`src/rtl/pc_sequencer_pkg.sv`:
```
// Shared CPU definitions for the PC sequencer: widths, sequencer states, PC increment.
package pc_sequencer_pkg;

  localparam int unsigned XLEN  = 32;
  localparam int unsigned JT_W  = 26;
  localparam int unsigned IMM_W = 16;

  localparam logic [XLEN-1:0] PC_INC = 32'd4;

  typedef enum logic [1:0] {
    ST_IDLE  = 2'd0,
    ST_FETCH = 2'd1,
    ST_EXEC  = 2'd2
  } state_e;

endpackage

```
`src/rtl/pc_sequencer_next_pc_calc.sv`:
```
// Combinational next-PC selection: jump over taken branch over sequential.
module next_pc_calc
  import pc_sequencer_pkg::*;
(
  input  logic [XLEN-1:0]  pc,
  input  logic             jump,
  input  logic [JT_W-1:0]  jump_target,
  input  logic             branch_take,
  input  logic [IMM_W-1:0] branch_imm,
  output logic [XLEN-1:0]  pc_plus4,
  output logic [XLEN-1:0]  next_pc
);

  logic [XLEN-1:0] br_off;

  assign pc_plus4 = pc + PC_INC;
  // Word offset sign-extended and scaled to bytes; overflow wraps silently.
  assign br_off   = {{(XLEN-IMM_W-2){branch_imm[IMM_W-1]}}, branch_imm, 2'b00};

  always_comb begin
    next_pc = pc_plus4;
    if (jump) begin
      next_pc = {pc_plus4[XLEN-1:XLEN-4], jump_target, 2'b00};
    end else if (branch_take) begin
      next_pc = pc_plus4 + br_off;
    end
  end

endmodule

```
`src/rtl/pc_sequencer.sv`:
```
// Fetch/execute program-counter sequencer with an instruction-memory request handshake.
module pc_sequencer
  import pc_sequencer_pkg::*;
#(
  parameter logic [XLEN-1:0] RESET_PC = 32'h0000_0000
) (
  input  logic             clk,
  input  logic             rst,
  input  logic             start,
  input  logic             halt,
  output logic             imem_req,
  output logic [XLEN-1:0]  imem_addr,
  input  logic             imem_ack,
  output logic             fetch_valid,
  input  logic             stall,
  input  logic             jump,
  input  logic [JT_W-1:0]  jump_target,
  input  logic             branch_take,
  input  logic [IMM_W-1:0] branch_imm,
  output logic [XLEN-1:0]  pc,
  output logic [XLEN-1:0]  pc_plus4,
  output logic             busy
);

  state_e          state_q, state_d;
  logic [XLEN-1:0] pc_q, pc_d;
  logic            req_q, req_d;
  logic            fv_q, fv_d;
  logic            busy_q, busy_d;
  logic [XLEN-1:0] next_pc;

  next_pc_calc u_next_pc_calc (
    .pc          (pc_q),
    .jump        (jump),
    .jump_target (jump_target),
    .branch_take (branch_take),
    .branch_imm  (branch_imm),
    .pc_plus4    (pc_plus4),
    .next_pc     (next_pc)
  );

  always_comb begin
    state_d = state_q;
    pc_d    = pc_q;
    req_d   = req_q;
    fv_d    = 1'b0;
    busy_d  = busy_q;
    case (state_q)
      ST_IDLE: begin
        if (start) begin
          state_d = ST_FETCH;
          req_d   = 1'b1;
          busy_d  = 1'b1;
        end
      end
      ST_FETCH: begin
        req_d = 1'b1;
        if (imem_ack) begin
          state_d = ST_EXEC;
          req_d   = 1'b0;
          fv_d    = 1'b1;
        end
      end
      ST_EXEC: begin
        // A stalled EXEC cycle freezes everything, including halt/jump/branch.
        if (!stall) begin
          pc_d = next_pc;
          if (halt) begin
            state_d = ST_IDLE;
            busy_d  = 1'b0;
          end else begin
            state_d = ST_FETCH;
            req_d   = 1'b1;
          end
        end
      end
      default: begin
        state_d = ST_IDLE;
        req_d   = 1'b0;
        busy_d  = 1'b0;
      end
    endcase
  end

  always_ff @(posedge clk or posedge rst) begin
    if (rst) begin
      state_q <= ST_IDLE;
      pc_q    <= RESET_PC;
      req_q   <= 1'b0;
      fv_q    <= 1'b0;
      busy_q  <= 1'b0;
    end else begin
      state_q <= state_d;
      pc_q    <= pc_d;
      req_q   <= req_d;
      fv_q    <= fv_d;
      busy_q  <= busy_d;
    end
  end

  assign imem_req    = req_q;
  assign imem_addr   = pc_q;
  assign fetch_valid = fv_q;
  assign pc          = pc_q;
  assign busy        = busy_q;

endmodule

```
`config.mk`:
```
export PLATFORM = sky130hd
export DESIGN_NAME = pc_sequencer
export DESIGN_NICKNAME = d
export VERILOG_FILES = /design/src/rtl/pc_sequencer_pkg.sv /design/src/rtl/pc_sequencer_next_pc_calc.sv /design/src/rtl/pc_sequencer.sv
export SDC_FILE = /design/constraint.sdc
export NUM_CORES = 1
export LEC_CHECK = 0
export ABC_CLOCK_PERIOD_IN_PS = 7700
export CORE_MARGIN = 2
export CORE_UTILIZATION = 50
export DETAILED_ROUTE_END_ITERATION = 10
export PLACE_DENSITY = 0.9
export SLEW_MARGIN = 20
export SYNTH_ARGS = -nofsm -noshare
export SYNTH_HDL_FRONTEND = slang
export SYNTH_SLANG_ARGS = --single-unit
```
`constraint.sdc`:
```
create_clock -name clk -period 7.7 [get_ports clk]
set_input_delay 1.54 -clock clk [delete_from_list [all_inputs] [get_ports clk]]
set_output_delay 1.54 -clock clk [all_outputs]
set_load 0.01 [all_outputs]
```
==> impl_results.md <==
* Status: finished clean
* DR pass1 iterations at 5
* ANT cells at 0
* Hold_sp: imem_req
* Die Ht at 95.2 µm
* Final setup TNS at 0 ps
* Max clock buf depth at 2
* Vias at 4505
* I/O Buffers at 142
* WS Path Type: flip-flop to output pin
* # nets final at 721
* Worst-margin pin slew at 1130 ps
* Most common cell in the netlist: nand2_1
* Antenna-violating nets left at 0
* CTS clk-pin slew, worst paths at 90 ps
* Hold depth at 1
* GRT Util Overall at 29.1%
* Worst EP arrival at 3360 ps
* WL per Instance at 17.9 µm
* Seq cells post-synth at 35
* Crit path launch type: flip-flop
* Layout cells sized above 1 at 2.83%
* Skew final at 8.64 ps
* Hold_ws at 523 ps
* CTS H-tree lvls at 2
* Inserted Clock Buffers at 5
* Largest net degree at the start of global routing at 40
* Antenna violations before repair at 0
* Area growth syn-to-layout at 32.3%
* Hold-fix buffers at CTS at 0
* Worst hold endpoint: imem_req
* Core area at 8130 µm²
* CTS sink cnt at 35
* Yosys cell types at 59
* Initial Util at 51.2%
* First-pass GRT wire length at 20.9 mm
* RSZ-0062 raised after global routing: false
* Overflow after GRT at 0
* Final setup fails at 0
* # IOs at 149
* Crit-path max FO at 7
* R2R depth at 17
* Number of post-CTS setup repair buffers at 0
* CP required at 6160 ps
* Fin area at 5510 µm²
* GPL Wtd Cong at 0.962
* Final Hold Vio Count at 0
* Final Util at 67.7%
* Synth cell count leaders: nand2_1 (64), a21oi_1 (50), buf_4 (37)
* Period minus WS final at 4900 ps
* # DRC at 0
* Yosys top cell area share at 21.0%
* Period utilisation layout at 63.7%
* # resized after CTS at 0
* Die Wd at 95.2 µm
* Rows at 33
* DP Area at 5400 µm²
* Post-synthesis cell count at 534
* FF-to-FF Start: imem_addr[2]
* Largest cells by area after synthesis: dfrtp_1 (21%), ha_1 (11%), buf_4 (6.7%)
* Pins Over Slew Limit at 0
* Die area at 9070 µm²
* DPL Wire Length at 9.85 mm
* CTS root buf: clkbuf_8
* Mapped Area at 4160 µm²
* Seq/Total Area, Yosys at 21.0%
* DR iter-0 viols at 321
* Power Dens Cells at 392 nW/µm²
* Worst R2R End: imem_addr[31]
* Hold Path Class: flip-flop to flip-flop
* Clk Latency, worst-skew pair at 300 ps
* Final Routed Wirelength at 13.2 mm
* Endpoint type of the worst setup path: output pin
* Reg2Reg Setup Slack at 3410 ps
* Vias/cell at 6.09
* Area leader, netlist: dfrtp_1
* Peak supply drop at 0.199 mV
* Synth warn at 0
* Avg Cell Area, Syn at 7.79 µm²
* Most used flip-flop cell after synthesis: dfrtp_1
* CTS tree: yes
* Worst slew margin at 24.8%
* Fmax at 204 MHz
* Post-synth EDFFs at 0
* Vias in the first global route at 4298
* Max-cap viol count at 0
* Pleak at 0.00238 µW
* Synth async-reset ratio at 100%
==> area by class of cell <==
cell class	instances	area [µm²]
multi-input cells	433	2900
fillers	659	2630
repair buffers	146	1450
flip-flops and latches	35	876
well taps	105	131
clock buffers	7	96.3
inverters	13	48.8
clock inverters	1	7.51
==> state kept, by name (all words and copies together) (netlist names) <==
signal,count
imem_addr,30
state_q,2
busy,1
fetch_valid,1
imem_req,1
==> logic make-up (layout without fill, tap and decap cells) <==
group / Yosys count / in the layout / synth area share, %
AO/OA/AOI/OAI: 173 / 173 / 27.4
flip-flops: 35 / 35 / 21.0
buffers and inverters: 71 / 167 / 9.83
other: 1 / 6 / 0.0901
XOR/XNOR: 52 / 52 / 10.9
AND/OR/NAND/NOR: 159 / 159 / 17.9
adder cells (fa/ha/maj): 37 / 37 / 11.3
multiplexers: 6 / 6 / 1.50
==> per-stage QoR <==
step,power (µW),cells,setup WS (ps)
6_report,2160,740,2800
5_1_grt,2320,740,2660
4_1_cts,2140,740,2870
3_5_place_dp,1970,732,2830
3_3_place_gp,1940,732,2950
2_1_floorplan,1400,539,3800
==> report_power, final <==
group	switching (µW)	internal [µW]	total, µW
sequential	142	266	408
clock	77.7	81.6	159
combinational	785	804	1590
total	1000	1150	2160
==> routing by layer <==
layer | share of wire (%) | GRT usage, %
met1 | 41 | 37.0
met2 | 48 | 49.7
met3 | 7.6 | 4.27
met4 | 3.0 | 11.2
met5 | 0 | 0
==> cells in the final DEF (no fill, tap or decap), types with 18 or more instances in the layout <==
cell / count
a21oi_1: 50
nor2_1: 34
nand2_1: 64
ha_1: 36
dfrtp_1: 35
xor2_1: 22
nand3_1: 18
o21ai_0: 25
xnor2_1: 30
clkdlybuf4s50_1: 142
==> worst max-delay path: stages (launching register included) <==
cell	delay (ps)
dfrtp_1	460
ha_1	240
inv_1	50
nor2_1	300
and3_1	440
nand3_1	260
nor3_1	420
xor2_1	290
clkdlybuf4s50_1	600
==> how the worst max path moves through the flow <==
stage | start | end | slack (ps) | depth (start not counted)
2_1_floorplan | branch_imm[0] | imem_addr[30] | 3800 | 11
3_3_place_gp | branch_imm[15] | imem_addr[28] | 2950 | 11
3_5_place_dp | branch_imm[15] | imem_addr[28] | 2830 | 11
4_1_cts | imem_addr[2] | pc_plus4[28] | 2870 | 8
5_1_grt | imem_addr[2] | pc_plus4[28] | 2660 | 8
6_report | imem_addr[2] | pc_plus4[28] | 2800 | 8
No activity file was read; power rests on OpenSTA's default activity.
